`src/rtl/parking_gate_arbiter_pkg.sv`:
```
// Shared definitions for the parking gate arbiter: FSM state encoding,
// lane identifiers and the timer width helper.
package parking_gate_arbiter_pkg;

    typedef enum logic [2:0] {
        ST_IDLE     = 3'd0,
        ST_AUTH     = 3'd1,
        ST_OPEN_IN  = 3'd2,
        ST_OPEN_OUT = 3'd3,
        ST_GUARD    = 3'd4
    } state_t;

    typedef enum logic {
        LANE_ENTRY = 1'b0,
        LANE_EXIT  = 1'b1
    } lane_t;

    // Width that holds the largest of the three timeouts.
    function automatic int timer_width(input int a, input int b, input int c);
        int m;
        m = a;
        if (b > m) m = b;
        if (c > m) m = c;
        return $clog2(m + 1);
    endfunction

    localparam int DEF_AUTH_CYCLES  = 200;
    localparam int DEF_OPEN_CYCLES  = 50;
    localparam int DEF_GUARD_CYCLES = 10;
    localparam int TMR_W = timer_width(DEF_AUTH_CYCLES, DEF_OPEN_CYCLES, DEF_GUARD_CYCLES);

endpackage

```
`src/rtl/parking_gate_arbiter_timer.sv`:
```
// Loadable down-counter shared by the auth, open and guard timeouts.
// Loading N-1 makes o_expired rise in the Nth cycle after the load.
module parking_gate_arbiter_timer #(
    parameter int W = 8
) (
    input  logic         i_clk,
    input  logic         i_reset,
    input  logic         i_load,
    input  logic [W-1:0] i_load_val,
    output logic         o_expired
);

    logic [W-1:0] r_cnt;

    // Count down to zero and hold; a load always takes priority.
    always_ff @(posedge i_clk) begin
        if (i_reset) begin
            r_cnt <= '0;
        end else if (i_load) begin
            r_cnt <= i_load_val;
        end else if (r_cnt != '0) begin
            r_cnt <= r_cnt - 1'b1;
        end
    end

    assign o_expired = (r_cnt == '0);

endmodule

```
`src/rtl/parking_gate_arbiter.sv`:
```
// Shared barrier gate sequencer: arbitrates entrance/exit lanes, drives
// password authentication for entries, times the open and guard windows
// and tracks lot occupancy.
//
//  state       | meaning
//  ------------+--------------------------------------------------------
//  ST_IDLE     | gate closed, arbitrating eligible lane requests
//  ST_AUTH     | waiting for the password verdict (entry only)
//  ST_OPEN_IN  | gate up for the entrance lane, waiting for the car
//  ST_OPEN_OUT | gate up for the exit lane, waiting for the car
//  ST_GUARD    | gate held closed after a pass before the next grant
module parking_gate_arbiter
    import parking_gate_arbiter_pkg::*;
#(
    parameter int CAPACITY     = 8,
    parameter int CNT_W        = 4,
    parameter int AUTH_CYCLES  = DEF_AUTH_CYCLES,
    parameter int OPEN_CYCLES  = DEF_OPEN_CYCLES,
    parameter int GUARD_CYCLES = DEF_GUARD_CYCLES
) (
    input  logic             i_clk,
    input  logic             i_reset,
    input  logic             i_entry_req,
    input  logic             i_exit_req,
    input  logic             i_auth_done,
    input  logic             i_auth_ok,
    input  logic             i_gate_clear,
    output logic             o_auth_start,
    output logic             o_gate_open,
    output logic             o_entry_grant,
    output logic             o_exit_grant,
    output logic             o_deny,
    output logic [CNT_W-1:0] o_occupancy,
    output logic             o_lot_full,
    output logic             o_lot_empty
);

    localparam int               TW    = timer_width(AUTH_CYCLES, OPEN_CYCLES, GUARD_CYCLES);
    localparam logic [CNT_W-1:0] CAP_V = CNT_W'(CAPACITY);
    localparam logic [TW-1:0]    LD_AUTH  = TW'(AUTH_CYCLES - 1);
    localparam logic [TW-1:0]    LD_OPEN  = TW'(OPEN_CYCLES - 1);
    localparam logic [TW-1:0]    LD_GUARD = TW'(GUARD_CYCLES - 1);

    state_t           r_state;
    state_t           w_state_nxt;
    lane_t            r_last_served;
    lane_t            w_served_nxt;
    logic [CNT_W-1:0] w_occ_nxt;
    logic             w_entry_ok;
    logic             w_exit_ok;
    logic             w_tmr_load;
    logic [TW-1:0]    w_tmr_val;
    logic             w_expired;

    parking_gate_arbiter_timer #(.W(TW)) u_timer (
        .i_clk      (i_clk),
        .i_reset    (i_reset),
        .i_load     (w_tmr_load),
        .i_load_val (w_tmr_val),
        .o_expired  (w_expired)
    );

    // Next-state, round-robin and occupancy update logic.
    always_comb begin
        w_state_nxt  = r_state;
        w_served_nxt = r_last_served;
        w_occ_nxt    = o_occupancy;
        w_entry_ok   = i_entry_req & ~o_lot_full;
        w_exit_ok    = i_exit_req & ~o_lot_empty;
        case (r_state)
            ST_IDLE: begin
                if (w_entry_ok && w_exit_ok) begin
                    w_state_nxt = (r_last_served == LANE_EXIT) ? ST_AUTH : ST_OPEN_OUT;
                end else if (w_entry_ok) begin
                    w_state_nxt = ST_AUTH;
                end else if (w_exit_ok) begin
                    w_state_nxt = ST_OPEN_OUT;
                end
            end
            ST_AUTH: begin
                if (i_auth_done) begin
                    w_state_nxt = i_auth_ok ? ST_OPEN_IN : ST_IDLE;
                end else if (w_expired) begin
                    w_state_nxt = ST_IDLE;
                end
            end
            ST_OPEN_IN: begin
                if (i_gate_clear || w_expired) begin
                    w_state_nxt  = ST_GUARD;
                    w_served_nxt = LANE_ENTRY;
                    if (i_gate_clear) w_occ_nxt = o_occupancy + CNT_W'(1);
                end
            end
            ST_OPEN_OUT: begin
                if (i_gate_clear || w_expired) begin
                    w_state_nxt  = ST_GUARD;
                    w_served_nxt = LANE_EXIT;
                    if (i_gate_clear) w_occ_nxt = o_occupancy - CNT_W'(1);
                end
            end
            ST_GUARD: begin
                if (w_expired) w_state_nxt = ST_IDLE;
            end
            default: w_state_nxt = ST_IDLE;
        endcase
    end

    // Reload the shared timer on every state entry with that state's window.
    always_comb begin
        w_tmr_load = (w_state_nxt != r_state);
        case (w_state_nxt)
            ST_AUTH:     w_tmr_val = LD_AUTH;
            ST_OPEN_IN,
            ST_OPEN_OUT: w_tmr_val = LD_OPEN;
            ST_GUARD:    w_tmr_val = LD_GUARD;
            default:     w_tmr_val = '0;
        endcase
    end

    // State, round-robin flag, occupancy and registered outputs.
    always_ff @(posedge i_clk) begin
        if (i_reset) begin
            r_state       <= ST_IDLE;
            r_last_served <= LANE_EXIT;
            o_auth_start  <= 1'b0;
            o_gate_open   <= 1'b0;
            o_entry_grant <= 1'b0;
            o_exit_grant  <= 1'b0;
            o_deny        <= 1'b0;
            o_occupancy   <= '0;
            o_lot_full    <= 1'b0;
            o_lot_empty   <= 1'b1;
        end else begin
            r_state       <= w_state_nxt;
            r_last_served <= w_served_nxt;
            o_auth_start  <= (r_state == ST_IDLE) && (w_state_nxt == ST_AUTH);
            o_deny        <= (r_state == ST_AUTH) && (w_state_nxt == ST_IDLE);
            o_entry_grant <= (w_state_nxt == ST_OPEN_IN);
            o_exit_grant  <= (w_state_nxt == ST_OPEN_OUT);
            o_gate_open   <= (w_state_nxt == ST_OPEN_IN) || (w_state_nxt == ST_OPEN_OUT);
            o_occupancy   <= w_occ_nxt;
            o_lot_full    <= (w_occ_nxt == CAP_V);
            o_lot_empty   <= (w_occ_nxt == '0);
        end
    end

endmodule

```
`config.mk`:
```
export PLATFORM = sky130hd
export DESIGN_NAME = parking_gate_arbiter
export DESIGN_NICKNAME = d
export VERILOG_FILES = /design/src/rtl/parking_gate_arbiter_pkg.sv /design/src/rtl/parking_gate_arbiter_timer.sv /design/src/rtl/parking_gate_arbiter.sv
export SDC_FILE = /design/constraint.sdc
export NUM_CORES = 1
export LEC_CHECK = 0
export BUFFER_PORTS_ARGS = -buffer_cell sky130_fd_sc_hd__clkbuf_2
export CAP_MARGIN = 20
export CORE_MARGIN = 2
export CORE_UTILIZATION = 30
export DETAILED_ROUTE_END_ITERATION = 8
export GPL_TIMING_DRIVEN = 0
export RECOVER_POWER = 50
export SYNTH_ARGS = -nofsm -noshare
export SYNTH_HDL_FRONTEND = slang
export SYNTH_SLANG_ARGS = --single-unit
export TNS_END_PERCENT = 1
```
`constraint.sdc`:
```
create_clock -name i_clk -period 2.6 [get_ports i_clk]
set_clock_uncertainty 0.15 [all_clocks]
set_input_delay 0.13 -clock i_clk [delete_from_list [all_inputs] [get_ports i_clk]]
set_output_delay 0.13 -clock i_clk [all_outputs]
set_load 0.01 [all_outputs]
```
### Word-level counts from Yosys, hierarchy flattened

Cells that the tools add are included.

* bits in registers: 23
* output and inout port bits: 11

* equality and inequality tests: 12
* add/sub/neg operators: 3
* mux-type cells: 20
* bitwise logic cells: 4
* reduce and logical (&&, ||, !) cells: 15

Operators by type and width (count)
* 8-bit one-hot mux with 3 select lines: 1
* 3-bit 2-to-1 mux: 6
* 4-bit 2-to-1 mux: 4
* 8-bit 2-to-1 mux: 2
* 3-bit by 2-bit equality test with 1-bit output (second input constant): 4
* 3-bit one-hot mux with 4 select lines: 1
* 8-bit zero test: 1
* 4-bit one-hot mux with 2 select lines: 1
* 8-bit nonzero test: 1
* 8-bit by 1-bit subtractor with 8-bit output (second input constant): 1
* 3-bit by 1-bit equality test with 1-bit output (second input constant): 2
* 3-bit equality test (second input constant): 2
* 3-bit zero test: 2
* 4-bit by 1-bit adder with 4-bit output (second input constant): 1
* 4-bit equality test (second input constant): 1
* 4-bit zero test: 1
* 2-bit 2-to-1 mux: 2
* 2-bit != test (second input constant): 2
* 2-bit nonzero test: 2
* 2-bit OR reduction: 2
* 4-bit by 1-bit subtractor with 4-bit output (second input constant): 1
* 1-bit logical AND: 3
* 3-bit != test: 1
* 3-bit AND reduction: 1
* other kinds (5): 9

### Longest topological paths before layout

Gate-level depths: netlist (run 1).

* depth after elaboration: 10
* depth in mapped cells: 7
* mapped depth without buffers: 6

### By module

From an unflattened synthesis (run 1), not the netlist that was laid out.

* cell total of the unflattened synthesis: 138
* area total of the unflattened synthesis: 1288.7 µm²

Modules (own cells, without submodules)
* parking_gate_arbiter: seq. area each 300.3 µm², area an instance 813.3 µm², instances 1, cells an instance 85
* parking_gate_arbiter_timer: seq. area each 160.2 µm², area an instance 475.5 µm², instances 1, cells an instance 53

### Least setup slack after synthesis (run 1)

OpenSTA, ideal clock, no wires.

* kind: flip-flop to flip-flop
* from: reg u_timer.r_cnt[0]
* to: reg r_last_served
* stages on the path, launching flop included: 7
* library setup time: 0.122 ns
* required time: 2.328 ns
* arrival time: 1.645 ns
* setup slack: 0.683 ns
* period minus slack after synthesis: 1.917 ns
* cells stage by stage: dfxtp_1 -> inv_1 -> ha_1 -> or3b_2 -> o21ai_4 -> a21boi_1 -> a311o_1

* word-level cells in the longest chain between the ends: 4
* elaborated cells on any way between the ends: 5

Ends and longest elaborated chain
* from (decl): RTL line parking_gate_arbiter_timer.sv:13 `logic [W-1:0] r_cnt;`
* from (signal assigned): RTL line parking_gate_arbiter_timer.sv:20 `r_cnt <= i_load_val;`
* from (signal assigned): RTL line parking_gate_arbiter_timer.sv:22 `r_cnt <= r_cnt - 1'b1;`
* 8-bit zero test *: RTL line parking_gate_arbiter_timer.sv:26 `assign o_expired = (r_cnt == '0);`
* 1-bit logical OR *: RTL line parking_gate_arbiter.sv:88, parking_gate_arbiter.sv:95
* 2-bit != test (no line)
* 3-bit AND reduction (no line) *
* to (signal assigned): RTL line parking_gate_arbiter.sv:135 `r_last_served <= w_served_nxt;`
* to (decl): RTL line parking_gate_arbiter.sv:46 `lane_t r_last_served;`

Every way passes the cells marked *; elsewhere a longest branch is shown, timed or not.
A chain may end at the register's enable or synchronous reset.

### Worst setup path after layout (run 1)

Ends and elaborated chain as after synthesis.

==> qor_table.md, run 1 <==
| Result | This run | Unit |
|:---|:---|:---|
| Area share of xor/xnor cells in the synthesized design | 6.28 | % |
| Detailed Route WL | 2610 | µm |
| Detail-routed via count per cell | 4.91 | - |
| Number of enable-type register cells in the synthesized netlist | 0 | - |
| Worst Hold Class | primary input to flop | - |
| Power per cell area | 691 | nW/µm² |
| Slowest cell on the critical path | or3b_2 | - |
| Detail Route Antenna Nets | 0 | - |
| Setup slack after layout | 517 | ps |
| Buffers & Inverters on Critical Path | 1 | - |
| Fraction of final layout cells sized beyond drive strength 1 | 13.6 | % |
| Compound-gate portion of the synthesized area | 21.4 | % |
| Min-delay src | i_reset | - |
| Total count of max-transition violations in the final report | 0 | - |
| Largest net degree at the start of global routing | 14 | - |
| Overall global routing resource usage | 13.1 | % |
| Number of antenna violations at the first check in global routing | 0 | - |
| Post-layout net count | 173 | - |
| Result of the run | complete, no violations | - |
| Buffers added on ports | 16 | - |
| Sequential share of the synthesized area | 36.7 | % |
| R2r setup slk | 520 | ps |
| Required time of the worst setup path | 2610 | ps |
| Sum of negative setup slack | 0 | ps |
| Final count of negative-setup-slack endpoints | 0 | - |
| Clock buffer depth | 2 | - |
| Vias in the first global route | 998 | - |
| Clock tree from TritonCTS | yes | - |
| Std-Cell Rows | 23 | - |
| Kind of critical path | flop to flop | - |
| Simple-gate portion of the synthesized area | 24.7 | % |
| Fmax | 480 | MHz |
| Post-cts gate resize count | 0 | - |
| FF-to-FF path depth | 6 | - |
| Residual overflow from global routing | 0 | - |
| Lkg Pwr | 0.000522 | µW |
| Drt pass-1 iters | 4 | - |
| Area grow syn2layout | 13.9 | % |
| Number of warnings reported in the yosys synthesis log | 0 | - |
| Crit path launch type | flop | - |
| Count of endpoints failing hold in the final timing report | 0 | - |
| Clock sink count | 23 | - |
| # Max-Cap Violations | 0 | - |
| Worst setup slack after placement | 527 | ps |
| Worst-Margin Slew | 452 | ps |
| Number of buffers inserted by hold repair at cts | 0 | - |
| Netlist cell types | 49 | - |
| Wire per inst | 12.3 | µm |
| Smallest hold slack | 145 | ps |
| Residual DRC | 0 | - |
| Launching point of the worst reg2reg path | u_timer.r_cnt[0]$_SDFFE_PP0P_ | - |
| DRC violation total after the first TritonRoute iteration | 31 | - |
| Setup repair after global routing missed its margin | no | - |
| Ant diodes | 0 | - |
| Initial Utilization | 31.4 | % |
| Synth Instances | 142 | - |
| Clk slew on worst S/H paths | 80 | ps |
| Launching element of the worst setup path | u_timer.r_cnt[0]$_SDFFE_PP0P_ | - |
| Normalized max-slew margin | 69.9 | % |
| Endpoint of the worst-slack reg-to-reg timing path | r_last_served$_SDFFE_PP1P_ | - |
| X dimension of the die | 68.7 | µm |
| Floorplan core area | 4000 | µm² |
| Post-synth ARST share | 0 | % |
| Htree depth | 1 | - |
| Minimum clock period after layout | 2080 | ps |
| Top FF cell, synth | dfxtp_1 | - |
| Post-Synthesis Cell Area | 1250 | µm² |
| Final weighted congestion in routability-driven placement | 0.836 | - |
| CP Max Fanout | 5 | - |
| Clock latency on the worst-skew pair | 260 | ps |
| Number of nets produced by synthesis | 152 | - |
| Worst-case vdd ir drop | 381 | µV |
| I/O pin cnt | 18 | - |
| Hold-critical path depth | 2 | - |
| Ordered list of cells on the worst path | inv_1 -> ha_1 -> or3b_2 -> o21ai_4 -> a21boi_1 -> a311o_1 | - |
| Setup repair bufs after CTS | 0 | - |
| Total die area | 4720 | µm² |
| Longest individual stage delay on the worst path | 530 | ps |
| Share of the clock period used by the worst path | 80.1 | % |
| Flop and latch count out of synthesis | 23 | - |
| WHS Endpoint | u_timer.r_cnt[0]$_SDFFE_PP0P_ | - |
| HPWL after DPL | 2000 | µm |
| Endpoint type of the worst setup path | flop | - |
| Critical path's top delay family | compound AO/OA/AOI/OAI gates | - |
| Largest family of logic cells by synthesized area | simple AND/OR/NAND/NOR gates | - |
| Die outline height | 68.7 | µm |
| Number of buffers created by CTS | 3 | - |
| Root Buffer Master | clkbuf_8 | - |
| Adder-Cell Fraction of Synth Area | 2.99 | % |
| Multiplexer share of the synthesized area | 2.39 | % |
| First-pass GRT wire length | 4620 | µm |
| Synthesized area per cell | 8.84 | µm² |
| Overall power consumption | 987 | µW |
| Total via count in the routed design | 1041 | - |
| Arrival time of the worst setup path | 2090 | ps |
==> Yosys cell counts, drive strengths merged, types with 2 or more instances <==
master / instances / area share (%)
dfxtp: 23 / 37
a21oi: 6 / 2.4
mux2i: 3 / 2.4
nor2: 13 / 4.1
nor2b: 3 / 1.5
inv: 9 / 2.7
o31ai: 8 / 4.8
buf: 3 / 1.6
a32oi: 3 / 3.3
o21ai: 7 / 3.7
nand3: 3 / 1.2
xor2: 3 / 2.1
ha: 3 / 3.0
xnor2: 6 / 4.2
clkbuf: 3 / 0.90
nor3: 6 / 2.4
nand2: 10 / 3.0
nand2b: 2 / 1.0
nor4: 2 / 2.0
nor3b: 4 / 2.4
==> where the power goes <==
| part | switching, µW | total (µW) | internal, µW | leakage (µW) |
|---|---|---|---|---|
| Clock | 115 | 222 | 107 | 0.0000255 |
| Sequential | 40.4 | 430 | 390 | 0.000188 |
| Combinational | 186 | 336 | 149 | 0.000309 |
==> stage by stage <==
step                      util [%]  cells  cell area [µm²]
after CTS                     36.1    212             1440
after global routing          35.7    212             1430
after floorplan                  -    142             1250
final                         35.7    212             1430
after detailed placement      34.9    208             1400
after global placement        34.9    208             1400
==> layer usage <==
layer  routed length (µm)  up-vias  track usage [%]
li1                     -      547                -
met1                 1380      474             18.3
met2                 1100       20             20.0
met3                  121        0             4.38
met4                    0        0             1.50
met5                    0        -                0
==> how the worst max path moves through the flow <==
| stage | cells after the start | slack (ps) | endpoint |
|---|---|---|---|
| 3_5_place_dp | 6 | 530 | r_last_served$_SDFFE_PP1P_ |
| 4_1_cts | 6 | 500 | r_last_served$_SDFFE_PP1P_ |
| 2_1_floorplan | 6 | 680 | r_last_served$_SDFFE_PP1P_ |
| 3_3_place_gp | 6 | 540 | r_last_served$_SDFFE_PP1P_ |
| 5_1_grt | 5 | 290 | u_timer.r_cnt[0]$_SDFFE_PP0P_ |
| 6_report | 6 | 520 | r_last_served$_SDFFE_PP1P_ |
==> final cells by class <==
type | instances | area, µm²
clock buffers | 3 | 41.3
clock inverters | 1 | 5.00
flip-flops and latches | 23 | 460
repair buffers | 16 | 66.3
fillers | 428 | 2570
inverters | 10 | 37.5
well taps | 50 | 62.6
plain buffers | 6 | 30.0
multi-input cells | 103 | 726
==> cell families (layout without fill, tap and decap cells) <==
kind of cell             count (synthesis)  count (layout)
AND/OR/NAND/NOR                         54              54
AO/OA/AOI/OAI                           34              34
flip-flops                              23              23
buffers and inverters                   16              36
XOR/XNOR                                 9               9
adder cells (fa/ha/maj)                  3               3
multiplexers                             3               3
==> cells in the final DEF, fill, tap and decap left out, types with 2 or more instances in the layout <==
cell type,netlist,final
o21ai_0,2,2
o31ai_1,8,8
xnor2_1,6,6
clkbuf_2,0,5
xor2_1,3,3
nand2_1,10,10
mux2i_1,3,3
clkbuf_8,0,3
nor3b_1,4,4
ha_1,3,3
nor2_1,12,12
nand3_1,3,3
nand2b_1,2,2
a32oi_2,2,2
inv_2,3,3
dfxtp_1,23,23
inv_1,6,6
nor4_2,2,2
nor3_1,6,6
clkbuf_1,3,15
o21ai_1,4,4
nor2b_1,3,3
a21oi_1,6,6
==> state kept, by name, indices dropped and copies added, names as in the netlist <==
name           cells
o_gate_open        1
r_last_served      1
o_lot_full         1
u_timer.r_cnt      8
o_occupancy        4
o_auth_start       1
r_state            3
o_entry_grant      1
o_deny             1
o_exit_grant       1
o_lot_empty        1
Note: power is estimated with default switching activity, not from simulation.
==> inputs of run 2 (changes only) <==
==> constraint.sdc (replaced) <==
create_clock -name i_clk -period 2 [get_ports i_clk]
set_clock_uncertainty 0.15 [all_clocks]
set_input_delay 0.1 -clock i_clk [delete_from_list [all_inputs] [get_ports i_clk]]
set_output_delay 0.1 -clock i_clk [all_outputs]
set_load 0.01 [all_outputs]
==> run 2 against run 1 <==
Effect of this change: utilization grew 1.1 points; routed wire length grew 5.4%; critical path depth did not move; combinational power is 39% higher; sequential share of layout area is 0.93 points lower; critical endpoint unchanged; highest routed layer unchanged.
==> qor_table.md, run 2 (same netlist as run 1, synthesis figures left out) <==
| Result | This run | Unit | vs previous |
|:---|:---|:---|:---|
| Area of combinational cells with multiple inputs | 756 | µm² | was 726 µm² |
| Htree depth | 1 | - | unchanged |
| I/O pin cnt | 18 | - | unchanged |
| Fraction of final layout cells sized beyond drive strength 1 | 16.5 | % | was 13.6% |
| Residual DRC | 0 | - | unchanged |
| Root Buffer Master | clkbuf_8 | - | unchanged |
| Normalized max-slew margin | 66.1 | % | was 69.9% |
| Wire per inst | 12.8 | µm | was 12.3 µm |
| Ant diodes | 0 | - | unchanged |
| Share of the clock period used by the worst path | 97.7 | % | was 80.1% |
| Commonest non-fill, non-tap cell in the layout | dfxtp_1 | - | unchanged |
| Clock tree from TritonCTS | yes | - | unchanged |
| Ordered list of cells on the worst path | inv_1 -> ha_2 -> or3b_4 -> o21ai_4 -> a21boi_1 -> a311o_1 | - | was inv_1 -> ha_1 -> or3b_2 -> o21ai_4 -> a21boi_1 -> a311o_1 |
| Biggest regs | u_timer.r_cnt: 8 flops, o_occupancy: 4 flops, r_state: 3 flops | - | unchanged |
| Area post-placement | 1400 | µm² | unchanged |
| Filler cell count | 427 | - | was 428 |
| Most frequent cells in the layout | dfxtp_1 (23), clkbuf_1 (15), nor2_1 (12) | - | unchanged |
| Crit path launch type | flop | - | unchanged |
| Total via count in the routed design | 1057 | - | was 1041 |
| Post-layout net count | 175 | - | was 173 |
| Share of total power consumed by net switching | 34.7 | % | was 34.6% |
| Final std cell area, no fill | 1470 | µm² | was 1430 µm² |
| DRC violation total after the first TritonRoute iteration | 18 | - | was 31 |
| First-pass GRT wire length | 4730 | µm | was 4620 µm |
| Area grow syn2layout | 17.2 | % | was 13.9% |
| Smallest hold slack | 140 | ps | was 145 ps |
| Final count of negative-setup-slack endpoints | 0 | - | unchanged |
| Clk slew on worst S/H paths | 80 | ps | about the same |
| Worst-Margin Slew | 509 | ps | was 452 ps |
| Largest register FFs | 8 | - | unchanged |
| Detail Route Antenna Nets | 0 | - | unchanged |
| Slowest cell on the critical path | or3b_4 | - | was or3b_2 |
| Longest individual stage delay on the worst path | 420 | ps | was 530 ps |
| Clock latency on the worst-skew pair | 260 | ps | about the same |
| Proportion of power drawn by the clock network | 21.9 | % | was 22.5% |
| Detailed Route WL | 2750 | µm | was 2610 µm |
| Endpoint type of the worst setup path | flop | - | unchanged |
| Total count of max-transition violations in the final report | 0 | - | unchanged |
| Number of buffers created by CTS | 3 | - | unchanged |
| Arrival time of the worst setup path | 1960 | ps | was 2090 ps |
| Overall global routing resource usage | 13.4 | % | was 13.1% |
| Lkg Pwr | 0.000538 | µW | was 0.000522 µW |
| Final weighted congestion in routability-driven placement | 0.836 | - | unchanged |
| Buffers added on ports | 16 | - | unchanged |
| Detail-routed via count per cell | 4.94 | - | was 4.91 |
| Result of the run | complete, no violations | - | unchanged |
| Count of endpoints failing hold in the final timing report | 0 | - | unchanged |
| Buffers & Inverters on Critical Path | 1 | - | unchanged |
| Std-Cell Rows | 23 | - | unchanged |
| Floorplan core area | 4000 | µm² | unchanged |
| Required time of the worst setup path | 2010 | ps | was 2610 ps |
| Register area | 460 | µm² | unchanged |
| FF-to-FF path depth | 6 | - | unchanged |
| Critical path's top delay family | compound AO/OA/AOI/OAI gates | - | unchanged |
| Clock sink count | 23 | - | unchanged |
| Residual overflow from global routing | 0 | - | unchanged |
| HPWL after DPL | 2000 | µm | unchanged |
| CP Max Fanout | 5 | - | unchanged |
| X dimension of the die | 68.7 | µm | unchanged |
| Kind of critical path | flop to flop | - | unchanged |
| Hold-critical path depth | 5 | - | was 2 |
| Setup repair after global routing missed its margin | yes | - | was no |
| Part of the total power dissipated in combinational logic | 35.5 | % | was 34.0% |
| Number of antenna violations at the first check in global routing | 0 | - | unchanged |
| Cell Int Power | 860 | µW | was 646 µW |
| Critical Path Stages | 6 | - | unchanged |
| Clock buffer depth | 2 | - | unchanged |
| Total die area | 4720 | µm² | unchanged |
| Net load switching power | 456 | µW | was 342 µW |
| Proportion of power drawn by flip-flops and latches | 42.7 | % | was 43.6% |
| Worst Hold Class | primary input to flop | - | unchanged |
| Die outline height | 68.7 | µm | unchanged |
| Drt pass-1 iters | 4 | - | unchanged |
| Power per cell area | 894 | nW/µm² | was 691 nW/µm² |
| Register bank with the most flops | u_timer.r_cnt | - | unchanged |
| Largest net degree at the start of global routing | 14 | - | unchanged |
| Worst-case vdd ir drop | 498 | µV | was 381 µV |
| Vias in the first global route | 1013 | - | was 998 |
| Initial Utilization | 31.4 | % | unchanged |
| Fmax | 512 | MHz | was 480 MHz |
| # Max-Cap Violations | 0 | - | unchanged |
| Minimum clock period after layout | 1950 | ps | was 2080 ps |
==> run 2: power groups by stage <==
| stage | registers, µW | clock network, µW | logic (µW) |
|---|---|---|---|
| 2_1_floorplan | 561 | 0 | 357 |
| 3_3_place_gp | 569 | 0 | 435 |
| 3_5_place_dp | 570 | 0 | 438 |
| 4_1_cts | 560 | 303 | 455 |
| 5_1_grt | 571 | 327 | 525 |
| 6_report | 561 | 288 | 467 |
==> run 2: cell type report <==
cell class / instances / area share, %
clock inverter: 1 / 0.340
clock buffer: 3 / 2.81
multi-input combinational: 103 / 51.4
inverter: 10 / 2.55
sequential: 23 / 31.3
buffer: 6 / 2.13
timing repair buffer: 18 / 5.27
tap: 50 / 4.25
==> run 2: worst paths after layout <==
check	from	end	slack (ps)
min reg2reg	o_occupancy[2]$_SDFF_PP0_	o_occupancy[2]$_SDFF_PP0_	430
min	i_entry_req	r_state[0]$_SDFF_PP0_	140
max reg2reg	u_timer.r_cnt[0]$_SDFFE_PP0P_	r_last_served$_SDFFE_PP1P_	50
max	u_timer.r_cnt[0]$_SDFFE_PP0P_	r_last_served$_SDFFE_PP1P_	50
==> run 2: metal layers <==
layer  track usage (%)  part of all wire (%)  vias to the layer above
met5                 0                     0                        -
met4              1.50                     0                        0
met3              4.38                   5.5                        0
met2              21.3                    44                       24
met1              18.2                    50                      482
li1                  -                     -                      551
==> run 2: what timing repair did <==
| action | CTS | global route |
|---|---|---|
| buffers inserted | 1 | 1 |
| endpoints found under the setup margin | 3 | 10 |
| gates resized for setup | 2 | 3 |
| hold buffers | 0 | 0 |
| endpoints found under the hold margin | 0 | 0 |
| pin swaps | 1 | 1 |
==> run 2: worst min-delay path: stages <==
cell,delay [ps]
clkbuf_2,90
nand2b_1,80
nand2_1,80
a32oi_2,80
nor2_1,80
==> run 2: per-stage QoR <==
stage,util [%],TNS (ps),worst slack (ps),total power [µW],std cells
6_report,36.8,0,45.8,1320,214
5_1_grt,36.8,-227,-67.5,1420,214
4_1_cts,36.4,0,7.23,1320,213
3_5_place_dp,34.9,-137,-72.9,1010,208
3_3_place_gp,34.9,-119,-56.6,1000,208
2_1_floorplan,-,0,83.1,919,142
==> inputs of run 3 (changes only) <==
--- a/config.mk
+++ b/config.mk
@@ -5,11 +5,11 @@
 export SDC_FILE = /design/constraint.sdc
 export NUM_CORES = 1
 export LEC_CHECK = 0
-export BUFFER_PORTS_ARGS = -buffer_cell sky130_fd_sc_hd__clkbuf_2
 export CAP_MARGIN = 20
 export CORE_MARGIN = 2
 export CORE_UTILIZATION = 30
 export DETAILED_ROUTE_END_ITERATION = 8
+export DONT_BUFFER_PORTS = 1
 export GPL_TIMING_DRIVEN = 0
 export RECOVER_POWER = 50
 export SYNTH_ARGS = -nofsm -noshare
==> run 3 against run 2 <==
Effect of this change: via count down 1.2%; combinational power about the same; final cell count down 7.0%; largest cell class unchanged.
==> qor_table.md, run 3 (same netlist as run 1, synthesis figures left out) <==
| Result | This run | Unit | vs previous |
|:---|:---|:---|:---|
| Wire per inst | 14.0 | µm | was 12.8 µm |
| Sum of negative setup slack | 0 | ps | unchanged |
| Arrival time of the worst setup path | 1950 | ps | was 1960 ps |
| Htree depth | 1 | - | unchanged |
| Die outline height | 68.7 | µm | unchanged |
| Clock sink count | 23 | - | unchanged |
| Fmax | 517 | MHz | was 512 MHz |
| Critical path's top delay family | compound AO/OA/AOI/OAI gates | - | unchanged |
| Launching element of the worst setup path | u_timer.r_cnt[2]$_SDFFE_PP0P_ | - | was u_timer.r_cnt[0]$_SDFFE_PP0P_ |
| Share of the clock period used by the worst path | 96.7 | % | was 97.7% |
| Proportion of power drawn by the clock network | 22.5 | % | was 21.9% |
| Register bank with the most flops | u_timer.r_cnt | - | unchanged |
| Part of the total power dissipated in combinational logic | 34.9 | % | was 35.5% |
| I/O pin cnt | 18 | - | unchanged |
| Worst Hold Class | primary input to flop | - | unchanged |
| Number of buffers inserted by hold repair at cts | 0 | - | unchanged |
| Net load switching power | 472 | µW | was 456 µW |
| DRC violation total after the first TritonRoute iteration | 53 | - | was 18 |
| Required time of the worst setup path | 2010 | ps | about the same |
| Count of endpoints failing hold in the final timing report | 0 | - | unchanged |
| Largest register FFs | 8 | - | unchanged |
| Proportion of power drawn by flip-flops and latches | 42.6 | % | was 42.7% |
| Worst-case vdd ir drop | 397 | µV | was 498 µV |
| Critical Path Stages | 4 | - | was 6 |
| Setup repair after global routing missed its margin | yes | - | unchanged |
| Overall global routing resource usage | 13.8 | % | was 13.4% |
| Initial Utilization | 31.4 | % | unchanged |
| Lkg Pwr | 0.000517 | µW | was 0.000538 µW |
| Area grow syn2layout | 14.4 | % | was 17.2% |
| Root Buffer Master | clkbuf_8 | - | unchanged |
| X dimension of the die | 68.7 | µm | unchanged |
| # Max-Cap Violations | 0 | - | unchanged |
| Final weighted congestion in routability-driven placement | 0.880 | - | was 0.836 |
| CP Max Fanout | 5 | - | unchanged |
| Clock latency on the worst-skew pair | 270 | ps | was 260 ps |
| Detail-routed via count per cell | 5.25 | - | was 4.94 |
| Ordered list of cells on the worst path | or4_4 -> o21ai_4 -> a32oi_2 -> a2111oi_2 | - | was inv_1 -> ha_2 -> or3b_4 -> o21ai_4 -> a21boi_1 -> a311o_1 |
| Number of buffers created by CTS | 3 | - | unchanged |
| Vias in the first global route | 1078 | - | was 1013 |
| End of the critical path | u_timer.r_cnt[0]$_SDFFE_PP0P_ | - | was r_last_served$_SDFFE_PP1P_ |
| Launching point of the worst reg2reg path | u_timer.r_cnt[2]$_SDFFE_PP0P_ | - | was u_timer.r_cnt[0]$_SDFFE_PP0P_ |
| Drt pass-1 iters | 4 | - | unchanged |
| Detail Route Antenna Nets | 0 | - | unchanged |
| Endpoint of the worst-slack reg-to-reg timing path | u_timer.r_cnt[0]$_SDFFE_PP0P_ | - | was r_last_served$_SDFFE_PP1P_ |
| R2r setup slk | 70 | ps | was 50 ps |
| Power per cell area | 936 | nW/µm² | was 894 nW/µm² |
| Worst-Margin Slew | 424 | ps | was 509 ps |
| FF-to-FF path depth | 4 | - | was 6 |
| Buffers added on ports | 0 | - | was 16 |
| Register area | 464 | µm² | was 460 µm² |
| Commonest non-fill, non-tap cell in the layout | dfxtp_1 | - | unchanged |
| Number of antenna violations at the first check in global routing | 0 | - | unchanged |
| Ant diodes | 0 | - | unchanged |
| Clock buffer depth | 2 | - | unchanged |
| Most frequent cells in the layout | dfxtp_1 (20), nor2_1 (12), nand2_1 (10) | - | was dfxtp_1 (23), clkbuf_1 (15), nor2_1 (12) |
| Std-Cell Rows | 23 | - | unchanged |
| Min-delay src | i_entry_req | - | unchanged |
| Fraction of final layout cells sized beyond drive strength 1 | 20.1 | % | was 16.5% |
| First-pass GRT wire length | 4860 | µm | was 4730 µm |
| Share of total power consumed by net switching | 35.2 | % | was 34.7% |
| Floorplan core area | 4000 | µm² | unchanged |
| Detailed Route WL | 2790 | µm | was 2750 µm |
| Total count of max-transition violations in the final report | 0 | - | unchanged |
| Buffers & Inverters on Critical Path | 0 | - | was 1 |
| Clk slew on worst S/H paths | 90 | ps | was 80 ps |
| Minimum clock period after layout | 1930 | ps | was 1950 ps |
| Largest net degree at the start of global routing | 13 | - | was 14 |
| Biggest regs | u_timer.r_cnt: 8 flops, o_occupancy: 4 flops, r_state: 3 flops | - | unchanged |
| Area of combinational cells with multiple inputs | 762 | µm² | was 756 µm² |
| Kind of critical path | flop to flop | - | unchanged |
| Residual DRC | 0 | - | unchanged |
| Crit path launch type | flop | - | unchanged |
| Post-layout net count | 160 | - | was 175 |
| Total die area | 4720 | µm² | unchanged |
| Finished Core Util | 35.9 | % | was 36.8% |
| Longest individual stage delay on the worst path | 600 | ps | was 420 ps |
| Clock tree from TritonCTS | yes | - | unchanged |
| Residual overflow from global routing | 0 | - | unchanged |
| Normalized max-slew margin | 71.8 | % | was 66.1% |
| Result of the run | complete, no violations | - | unchanged |
| Endpoint type of the worst setup path | flop | - | unchanged |
| Total via count in the routed design | 1044 | - | was 1057 |
| Slowest cell on the critical path | or4_4 | - | was or3b_4 |
| Cell Int Power | 871 | µW | was 860 µW |
| Final count of negative-setup-slack endpoints | 0 | - | unchanged |
| HPWL after DPL | 2090 | µm | was 2000 µm |
| Filler cell count | 416 | - | was 427 |
-- run 3: metrics by stage --
stage	power [µW]	hold slack (ps)	worst slack, ps	instance area, µm²	std cells
6_report	1340	24.5	66.7	1440	199
5_1_grt	1430	52.7	-25.7	1440	199
4_1_cts	1320	20.9	3.69	1380	197
3_5_place_dp	1000	256	-80.3	1320	192
3_3_place_gp	984	258	-32.1	1320	192
2_1_floorplan	919	235	83.1	1250	142
-- run 3: layout make-up --
class / count / share of cell area (%)
multi-input combinational: 103 / 53.1
sequential: 23 / 32.3
tap: 50 / 4.36
clock buffer: 4 / 3.14
inverter: 10 / 2.62
buffer: 5 / 2.35
timing repair buffer: 4 / 2.09
-- run 3: how the worst min path moves through the flow --
stage	endpoint	slack, ps	cells after the start
floorplan	r_state[2]$_SDFF_PP0_	230	4
global placement	o_auth_start	260	0
detailed placement	o_auth_start	260	0
CTS	r_state[0]$_SDFF_PP0_	20	4
global route	r_state[2]$_SDFF_PP0_	50	4
finish	r_state[0]$_SDFF_PP0_	20	4
-- run 3: power by group through the flow --
stage	Clock (µW)	Combinational [µW]	Sequential (µW)
2_1_floorplan	0	357	561
3_3_place_gp	0	413	571
3_5_place_dp	0	428	573
4_1_cts	310	447	564
5_1_grt	330	525	579
6_report	302	469	572
-- run 3: per-layer routing --
| layer | GRT usage [%] | part of all wire (%) | wire length, µm |
|---|---|---|---|
| met5 | 0 | 0 | 0 |
| met1 | 16.5 | 46 | 1280 |
| met4 | 4.25 | 1.0 | 29 |
| met3 | 5.36 | 5.6 | 156 |
| met2 | 22.8 | 47 | 1320 |
-- run 3: worst min-delay path, stage by stage --
cell      delay (ps)
nand2b_1          60
nand2_1           80
a32oi_2           90
nor2_1            90
-- run 3: what timing repair did --
item                       4_1_cts  5_1_grt
setup buffers                    1        3
pin swaps                        1        4
gates resized for setup          3       11
cloned                           0        0
setup endpoints to repair        3       10
